### config.mk
export PLATFORM = sky130hd
export DESIGN_NAME = alu_seq_flat
export DESIGN_NICKNAME = d
export VERILOG_FILES = /design/src/rtl/alu_seq_if.sv /design/src/rtl/alu_seq.sv /design/src/flat_wrapper.sv
export SDC_FILE = /design/constraint.sdc
export NUM_CORES = 1
export LEC_CHECK = 0
export ABC_CLOCK_PERIOD_IN_PS = 7800
export BUFFER_PORTS_ARGS = -buffer_cell sky130_fd_sc_hd__buf_2
export CAP_MARGIN = 5
export CORE_MARGIN = 5
export CORE_UTILIZATION = 60
export DETAILED_ROUTE_END_ITERATION = 8
export PLACE_DENSITY_LB_ADDON = 0.25
export SYNTH_ARGS = -nofsm -noshare
export SYNTH_HDL_FRONTEND = slang
export SYNTH_SLANG_ARGS = --single-unit
### constraint.sdc
create_clock -name clk -period 7.8 [get_ports clk]
set_input_delay 0.78 -clock clk [delete_from_list [all_inputs] [get_ports clk]]
set_output_delay 0.78 -clock clk [all_outputs]
set_load 0.05 [all_outputs]
### src/rtl/alu_seq_if.sv
// rtl/alu_seq_if.sv - operand/result bundle and start/busy/done handshake for alu_seq
interface alu_seq_if #(
  parameter int WIDTH = 8
);
  logic             alu_start;
  logic [3:0]       alu_ctrl;
  logic [WIDTH-1:0] alu_AI;
  logic [WIDTH-1:0] alu_BI;
  logic             alu_carry;
  logic             alu_DAA;
  logic             alu_busy;
  logic             alu_done;
  logic [WIDTH-1:0] alu_Y;
  logic [7:0]       alu_flags;

  modport master (
    output alu_start, alu_ctrl, alu_AI, alu_BI, alu_carry, alu_DAA,
    input  alu_busy, alu_done, alu_Y, alu_flags
  );

  modport slave (
    input  alu_start, alu_ctrl, alu_AI, alu_BI, alu_carry, alu_DAA,
    output alu_busy, alu_done, alu_Y, alu_flags
  );
endinterface

### src/rtl/alu_seq.sv
// rtl/alu_seq.sv - registered multi-cycle ALU with N/V/Z/C flags
// ALU_BCD_EN compiles in nibble-serial decimal SUM/SUB (DEC state); otherwise alu_DAA is ignored.
module alu_seq #(
  parameter int WIDTH = 8
) (
  input  logic     clk,
  input  logic     reset,
  alu_seq_if.slave bus
);
  localparam logic [3:0] OP_SUM = 4'd0, OP_OR  = 4'd1, OP_XOR = 4'd2, OP_AND = 4'd3;
  localparam logic [3:0] OP_LSR = 4'd4, OP_ASL = 4'd5, OP_ROR = 4'd6, OP_ROL = 4'd7;
  localparam logic [3:0] OP_SUB = 4'd8;

`ifdef ALU_BCD_EN
  typedef enum logic [1:0] {S_IDLE, S_EXEC, S_DEC} state_t;
`else
  typedef enum logic [1:0] {S_IDLE, S_EXEC} state_t;
`endif

  state_t           r_state, w_state_nx;
  logic [WIDTH-1:0] r_a, r_b, r_y;
  logic [3:0]       r_op;
  logic             r_c, r_done;
  logic [7:0]       r_flags;

  logic             w_accept, w_fin, w_arith, w_c, w_v;
  logic [WIDTH-1:0] w_bp, w_y, w_y_fin;
  logic [WIDTH:0]   w_sum;
  logic [7:0]       w_fl_fin;

  assign w_accept = (r_state == S_IDLE) & bus.alu_start;
  assign w_arith  = (r_op == OP_SUM) | (r_op == OP_SUB);

  always_comb begin
    w_bp  = (r_op == OP_SUB) ? ~r_b : r_b;
    w_sum = {1'b0, r_a} + {1'b0, w_bp} + {{WIDTH{1'b0}}, r_c};
    w_v   = (r_a[WIDTH-1] == w_bp[WIDTH-1]) & (w_sum[WIDTH-1] != r_a[WIDTH-1]);
    w_y   = r_a;
    w_c   = 1'b0;
    case (r_op)
      OP_SUM, OP_SUB: begin w_y = w_sum[WIDTH-1:0]; w_c = w_sum[WIDTH]; end
      OP_OR:  w_y = r_a | r_b;
      OP_XOR: w_y = r_a ^ r_b;
      OP_AND: w_y = r_a & r_b;
      OP_LSR: begin w_y = {1'b0, r_a[WIDTH-1:1]};  w_c = r_a[0];       end
      OP_ASL: begin w_y = {r_a[WIDTH-2:0], 1'b0};  w_c = r_a[WIDTH-1]; end
      OP_ROR: begin w_y = {r_c, r_a[WIDTH-1:1]};   w_c = r_a[0];       end
      OP_ROL: begin w_y = {r_a[WIDTH-2:0], r_c};   w_c = r_a[WIDTH-1]; end
      default: ;
    endcase
  end

`ifdef ALU_BCD_EN
  localparam int NDIG = WIDTH / 4;
  localparam int CW   = (NDIG > 1) ? $clog2(NDIG) : 1;

  logic [CW-1:0]    r_cnt;
  logic             r_dcy;
  logic [WIDTH-1:0] r_acc, w_acc_nx;
  logic [3:0]       w_da, w_db, w_dig;
  logic [4:0]       w_s;
  logic             w_dcy_nx, w_last, w_dec_req;

  assign w_dec_req = bus.alu_DAA & ((bus.alu_ctrl == OP_SUM) | (bus.alu_ctrl == OP_SUB));
  assign w_last    = (r_cnt == CW'(NDIG - 1));

  // r_dcy is a carry in both directions: for SUB, 1 means no borrow
  always_comb begin
    w_da = 4'(r_a >> {r_cnt, 2'b00});
    w_db = 4'(r_b >> {r_cnt, 2'b00});
    if (r_op == OP_SUB) begin
      w_s      = {1'b0, w_da} - {1'b0, w_db} - {4'b0000, ~r_dcy};
      w_dcy_nx = ~w_s[4];
      w_dig    = w_s[4] ? (w_s[3:0] + 4'd10) : w_s[3:0];
    end else begin
      w_s      = {1'b0, w_da} + {1'b0, w_db} + {4'b0000, r_dcy};
      w_dcy_nx = (w_s > 5'd9);
      w_dig    = w_dcy_nx ? (w_s[3:0] + 4'd6) : w_s[3:0];
    end
    w_acc_nx = WIDTH'({w_dig, r_acc} >> 4);
  end

  always_ff @(posedge clk) begin
    if (reset) begin
      r_cnt <= '0;
      r_dcy <= 1'b0;
      r_acc <= '0;
    end else if (w_accept) begin
      r_cnt <= '0;
      r_dcy <= bus.alu_carry;
      r_acc <= '0;
    end else if (r_state == S_DEC) begin
      r_cnt <= r_cnt + CW'(1);
      r_dcy <= w_dcy_nx;
      r_acc <= w_acc_nx;
    end
  end
`else
  logic w_unused_daa;
  assign w_unused_daa = bus.alu_DAA;
`endif

  always_comb begin
    w_state_nx = r_state;
    w_fin      = 1'b0;
    w_y_fin    = w_y;
    w_fl_fin   = {w_y[WIDTH-1], w_arith & w_v, 4'b0000, (w_y == '0), w_c};
    case (r_state)
      S_IDLE: begin
`ifdef ALU_BCD_EN
        if (bus.alu_start) w_state_nx = w_dec_req ? S_DEC : S_EXEC;
`else
        if (bus.alu_start) w_state_nx = S_EXEC;
`endif
      end
      S_EXEC: begin
        w_state_nx = S_IDLE;
        w_fin      = 1'b1;
      end
`ifdef ALU_BCD_EN
      S_DEC: begin
        w_y_fin  = w_acc_nx;
        w_fl_fin = {w_acc_nx[WIDTH-1], w_v, 4'b0000, (w_acc_nx == '0), w_dcy_nx};
        if (w_last) begin
          w_state_nx = S_IDLE;
          w_fin      = 1'b1;
        end
      end
`endif
      default: w_state_nx = S_IDLE;
    endcase
  end

  always_ff @(posedge clk) begin
    if (reset) begin
      r_state <= S_IDLE;
      r_done  <= 1'b0;
      r_y     <= '0;
      r_flags <= '0;
      r_a     <= '0;
      r_b     <= '0;
      r_c     <= 1'b0;
      r_op    <= '0;
    end else begin
      r_state <= w_state_nx;
      r_done  <= w_fin;
      if (w_fin) begin
        r_y     <= w_y_fin;
        r_flags <= w_fl_fin;
      end
      if (w_accept) begin
        r_a  <= bus.alu_AI;
        r_b  <= bus.alu_BI;
        r_c  <= bus.alu_carry;
        r_op <= bus.alu_ctrl;
      end
    end
  end

  assign bus.alu_busy  = (r_state != S_IDLE);
  assign bus.alu_done  = r_done;
  assign bus.alu_Y     = r_y;
  assign bus.alu_flags = r_flags;
endmodule

### src/flat_wrapper.sv
// flat-port wrapper written by rule: the top's interface ports become plain ports
module alu_seq_flat 
#(
  parameter int WIDTH = 8
)
  (clk, reset, bus_alu_start, bus_alu_ctrl, bus_alu_AI, bus_alu_BI, bus_alu_carry, bus_alu_DAA, bus_alu_busy, bus_alu_done, bus_alu_Y, bus_alu_flags);
  alu_seq_if #(.WIDTH(WIDTH)) bus_i ();
  input  logic clk;
  input  logic reset;
  input wire logic [$bits(bus_i.alu_start)-1:0] bus_alu_start;
  input wire logic [$bits(bus_i.alu_ctrl)-1:0] bus_alu_ctrl;
  input wire logic [$bits(bus_i.alu_AI)-1:0] bus_alu_AI;
  input wire logic [$bits(bus_i.alu_BI)-1:0] bus_alu_BI;
  input wire logic [$bits(bus_i.alu_carry)-1:0] bus_alu_carry;
  input wire logic [$bits(bus_i.alu_DAA)-1:0] bus_alu_DAA;
  output wire logic [$bits(bus_i.alu_busy)-1:0] bus_alu_busy;
  output wire logic [$bits(bus_i.alu_done)-1:0] bus_alu_done;
  output wire logic [$bits(bus_i.alu_Y)-1:0] bus_alu_Y;
  output wire logic [$bits(bus_i.alu_flags)-1:0] bus_alu_flags;
  assign bus_i.alu_start = bus_alu_start;
  assign bus_i.alu_ctrl = bus_alu_ctrl;
  assign bus_i.alu_AI = bus_alu_AI;
  assign bus_i.alu_BI = bus_alu_BI;
  assign bus_i.alu_carry = bus_alu_carry;
  assign bus_i.alu_DAA = bus_alu_DAA;
  assign bus_alu_busy = bus_i.alu_busy;
  assign bus_alu_done = bus_i.alu_done;
  assign bus_alu_Y = bus_i.alu_Y;
  assign bus_alu_flags = bus_i.alu_flags;
  alu_seq #(.WIDTH(WIDTH)) u_core (.clk(clk), .reset(reset), .bus(bus_i));
endmodule
# Yosys cells after proc, flatten, opt, wreduce, memory -nomap -nowiden
# Cells that the tools add are included.
# word_totals
reg_bits	35
latchBits	0
ramBits	0
romBits	0
input_bits	25
output_inout_bits	18
wordCells	40
mem_count	0
# classes
n_addsub	2
multipliers	0
div	0
order_cmp	0
eq_ne	10
shifts	0
n_mux	4
bitwise_logic	9
reduce_logical	7
# op_table
cell	count
8-bit one-hot mux with 8 select lines	1
4-bit by 3-bit == test with 1-bit output, second input constant	4
8-bit by 8-bit adder with 9-bit output	1
9-bit by 1-bit adder with 9-bit output	1
8-bit bitwise AND	1
4-bit by 2-bit == test with 1-bit output, second input constant	2
8-bit zero test	1
8-bit 2-to-1 mux	1
8-bit inverter	1
8-bit OR	1
2-bit OR reduction	4
8-bit XOR	1
4-bit by 1-bit == test with 1-bit output, second input constant	1
4-bit == test, second input constant	1
4-bit zero test	1
1-bit bitwise AND	3
1-bit one-hot mux with 3 select lines	1
2-bit zero test	1
1-bit == test	1
1-bit 2-to-1 mux	1
1-bit != test	1
1-bit inverter	1
1-bit OR	1

# Longest topological paths before layout
# logic_depth
ltp_word	7
mapped_depth	14
ltp_nobuf	12

# Least setup slack after synthesis
# Ideal clock, no wire load.
# synth_timing
path_kind	register -> register
startpoint	reg u_core.r_op[2]
endpoint	reg u_core.r_flags[1] (netlist: u_core.bus.alu_flags[1])
setup_ns	0.059
arrival_ns	3.508
t_required_ns	7.741
slack_ns	4.233
stages_incl_launch_ff	15
n_path_buf	2
synth_period_minus_slack_ns	3.567
path_cell_list	dfxtp_1 > buf_2 > nor3_1 > and2_1 > buf_2 > xnor2_1 > fa_1 > fa_1 > nand3_1 > a21oi_1 > o21a_1 > or3_1 > a32o_1 > nor4_2 > a31o_1
# synth_via
elab_chain_cells	6
elab_cells_between_ends	15
classes_between	2 x add/sub; 8 x eq/ne; 2 x mux; 3 x reduce/logical
# synth_lines
element	line_no	source
from (decl)	alu_seq.sv:22	logic [3:0] r_op;
from (signal assigned)	alu_seq.sv:155	r_op <= bus.alu_ctrl;
4-bit == test	alu_seq.sv:35, alu_seq.sv:40	
8-bit 2-to-1 mux	alu_seq.sv:35	w_bp = (r_op == OP_SUB) ? ~r_b : r_b;
8-bit by 8-bit adder with 9-bit output	alu_seq.sv:36	w_sum = {1'b0, r_a} + {1'b0, w_bp} + {{WIDTH{1'b0}}, r_c};
9-bit by 1-bit adder with 9-bit output	alu_seq.sv:36	
8-bit one-hot mux with 8 select lines (*)	alu_seq.sv:40	case (r_op)
8-bit zero test (*)	alu_seq.sv:107	w_fl_fin = {w_y[WIDTH-1], w_arith & w_v, 4'b0000, (w_y == '0), w_c};
to (signal assigned)	alu_seq.sv:149	r_flags <= w_fl_fin;
to (decl)	alu_seq.sv:24	logic [7:0] r_flags;
# Every way passes the cells marked *; elsewhere a longest branch is shown, timed or not.
# A chain may end at the register's enable or synchronous reset.

# Final worst setup path
# layout_timing
startpoint	reg u_core.r_op[0]
endpoint	reg u_core.r_flags[1] (netlist: u_core.bus.alu_flags[1])
# Same word-level chain as after synthesis.

==> impl_metrics.env <==
export IMPL_ctsHoldBuffers=0
export IMPL_first_global_vias=2001
export IMPL_drt_initial_drc_count=137
export IMPL_synth_edff_count=0
export IMPL_die_h_um=73.7
export IMPL_finalCriticalPeriod_ns=4.49
export IMPL_ant_nets=0
export IMPL_synth_top_family_by_area="compound AO/OA/AOI/OAI gates"
export IMPL_cp_data_arrival_time_ns=4.73
export IMPL_post_cts_setup_buffers=0
export IMPL_syn_cell_area_um2=2430
export IMPL_vias=2176
export IMPL_status="completed"
export IMPL_r2r_start="u_core.r_op[0]$_SDFFE_PP0P_"
export IMPL_synth_seq_cells=34
export IMPL_hold_viol=0
export IMPL_num_rows=23
export IMPL_skew_ns=0.00425
export IMPL_hold_depth=2
export IMPL_final_layout_size_suffix_gt1_frac=0.159
export IMPL_cts_sinks=34
export IMPL_ff_latch_area_um2=681
export IMPL_synth_most_common_cell="nand2_1"
export IMPL_htreeDepth=2
export IMPL_synth_compound_area_frac=0.237
export IMPL_clk_pin_slew_ns=0.07
export IMPL_die_area_um2=5430
export IMPL_reg2reg_to="u_core.bus.alu_flags[1]$_SDFFE_PP0P_"
export IMPL_worst_pin_slew_ns=0.951
export IMPL_yosys_warnings=0
export IMPL_syn2layout_area_growth_pct=9.26
export IMPL_synth_ff_type="dfxtp_1"
export IMPL_initial_core_util=0.612
export IMPL_antenna_found_initial=0
export IMPL_ys_async_sr_fraction=0
export IMPL_nets=389
export IMPL_post_cts_resized=0
export IMPL_place_gp_congestion=0.843
export IMPL_tritoncts="yes"
export IMPL_power_density_nw_per_um2=176
export IMPL_drcViolationCount=0
export IMPL_io_buffers=37
export IMPL_ys_types=51
export IMPL_synth_area_leaders="dfxtp_1 (28%), ha_1 (12%), nand2_1 (8.8%)"
export IMPL_track_usage=0.219
export IMPL_cts_buffers=5
export IMPL_end_kind="flop"
export IMPL_cap_violations=0
export IMPL_yosysTopAreaCellShare=0.280
export IMPL_slew_viol_final=0
export IMPL_io_pins=43
export IMPL_holdWs_ns=0.478
export IMPL_clk_latency_ns=0.30
export IMPL_critPathLaunch="u_core.r_op[0]$_SDFFE_PP0P_"
export IMPL_critPathLaunchType="flop"
export IMPL_grt_setup_unrepaired="no"
export IMPL_gr_total_overflow=0
export IMPL_syn_avg_cell_area_um2=7.67
export IMPL_worst_setup_path_type="reg -> reg"
export IMPL_reg2regPathDepth=12
export IMPL_post_route_util=0.669
export IMPL_hold_class="reg -> reg"
export IMPL_die_w_um=73.7
export IMPL_synth_top_area_cell="dfxtp_1"
export IMPL_grt_start_max_net_pins=35
export IMPL_grt_pass1_wl_um=9210
export IMPL_wire_per_inst_um=13.7
export IMPL_synthMuxAreaShare=0.0262
export IMPL_p_leak_uw=0.00115
export IMPL_avgViaCountPerCell=5.58
export IMPL_cp_required_ns=8.04
export IMPL_ir_worst_vdd_mv=0.131
export IMPL_cts_root_buf="clkbuf_8"
export IMPL_slew_headroom=0.361
export IMPL_crit_end="u_core.bus.alu_flags[1]$_SDFFE_PP0P_"
export IMPL_syn_instance_count=317
export IMPL_num_fill_cells=356
export IMPL_synth_commonest_cells="nand2_1 (57), dfxtp_1 (34), a21oi_1 (33), ha_1 (23), inv_1 (20)"
export IMPL_finalSetupTns_ns=0
export IMPL_crit_fanout=26
export IMPL_synth_seq_area_share=0.280
export IMPL_wl_um=5360
export IMPL_synth_adder_area_share=0.135
export IMPL_multi_input_area_um2=1550
export IMPL_first_pass_iters=4
export IMPL_diodes=0
export IMPL_synth_xor_xnor_area_share=0.0468
export IMPL_cts_buffer_depth=2
export IMPL_synthSimpleGateAreaFrac=0.186
export IMPL_finalSetupViolCount=0
export IMPL_period_share=0.576
export IMPL_reg2reg_slack_ns=3.31
export IMPL_dpl_hpwl_um=3930
export IMPL_fp_coreArea_um2=3970
export IMPL_max_freq_mhz=223
-- cell usage in the layout (no fill, tap or decap), drive strengths merged, types with 4 or more instances in the layout --
cell	count
nand2	57
buf	38
dfxtp	34
a21oi	34
ha	23
inv	20
nor2	19
o21ai	15
a211oi	13
xnor2	10
clkbuf	6
nor3	5
nor2b	4
o211ai	4
conb	4
-- report_power, final --
part,internal (uW),leakage (uW),switching (uW)
combinational,49.4,0.000824,77.2
sequential,184,0.000279,17.5
clock,70.9,0.0000472,67.5
-- layer usage --
layer,up-vias,track usage,wire length [um]
met3,8,0.0520,382
met5,-,0,0
met2,67,0.350,2450
met4,0,0.0724,77
met1,978,0.288,2450
li1,1123,-,-
-- critical path: stages (launching register included) --
cell,delay [ns]
dfxtp_1,0.59
nor3_1,0.89
and2_1,0.55
xnor2_1,0.16
fa_1,0.52
fa_1,0.46
nand3_1,0.10
a21oi_1,0.08
o21a_1,0.18
or3_1,0.31
a32o_1,0.28
nor4_2,0.14
a31o_1,0.16
-- how the worst min path moves through the flow --
stage	start	to	slack [ns]
after global placement	u_core.r_b[6]$_SDFFE_PP0P_	u_core.r_b[6]$_SDFFE_PP0P_	0.46
after global routing	u_core.bus.alu_Y[0]$_SDFFE_PP0P_	u_core.bus.alu_Y[0]$_SDFFE_PP0P_	0.49
after floorplan	u_core.r_b[0]$_SDFFE_PP0P_	u_core.r_b[0]$_SDFFE_PP0P_	0.45
after detailed placement	u_core.bus.alu_Y[0]$_SDFFE_PP0P_	u_core.bus.alu_Y[0]$_SDFFE_PP0P_	0.47
after CTS	u_core.bus.alu_Y[0]$_SDFFE_PP0P_	u_core.bus.alu_Y[0]$_SDFFE_PP0P_	0.48
final	u_core.bus.alu_Y[0]$_SDFFE_PP0P_	u_core.bus.alu_Y[0]$_SDFFE_PP0P_	0.48
-- state kept, by name, summed over array words and instances, names as in the netlist --
| name | flops |
|---|---|
| u_core.bus.alu_Y | 8 |
| u_core.r_state | 1 |
| u_core.r_b | 8 |
| u_core.r_op | 4 |
| u_core.bus.alu_flags | 3 |
| u_core.r_c | 1 |
| u_core.r_a | 8 |
| u_core.bus.alu_done | 1 |
-- metrics by stage --
step / worst slack [ns] / total power, uW / area, um2 / cells
6_report: 3.31 / 467 / 2660 / 390
3_5_place_dp: 3.36 / 331 / 2560 / 382
3_3_place_gp: 3.40 / 328 / 2560 / 382
5_1_grt: 3.10 / 494 / 2660 / 390
4_1_cts: 3.30 / 471 / 2660 / 390
2_1_floorplan: 4.23 / 306 / 2440 / 320
-- cell families (layout without fill, tap and decap cells) --
group / after synthesis / after routing
other cells: 1 / 4
mux: 6 / 6
simple gates: 102 / 102
compound gates: 90 / 90
xor+xnor: 13 / 13
flops: 34 / 34
buf+inv: 46 / 66
fa+ha+maj: 25 / 25
-- final cells by class --
| class | count | share of cell area |
|---|---|---|
| multi-input cells | 240 | 0.584 |
| flip-flops and latches | 34 | 0.256 |
| repair buffers | 38 | 0.0725 |
| inverters | 20 | 0.0283 |
| well taps | 50 | 0.0236 |
| clock inverters | 2 | 0.00471 |
| clock buffers | 6 | 0.0311 |
(Power assumes the default switching activity.)
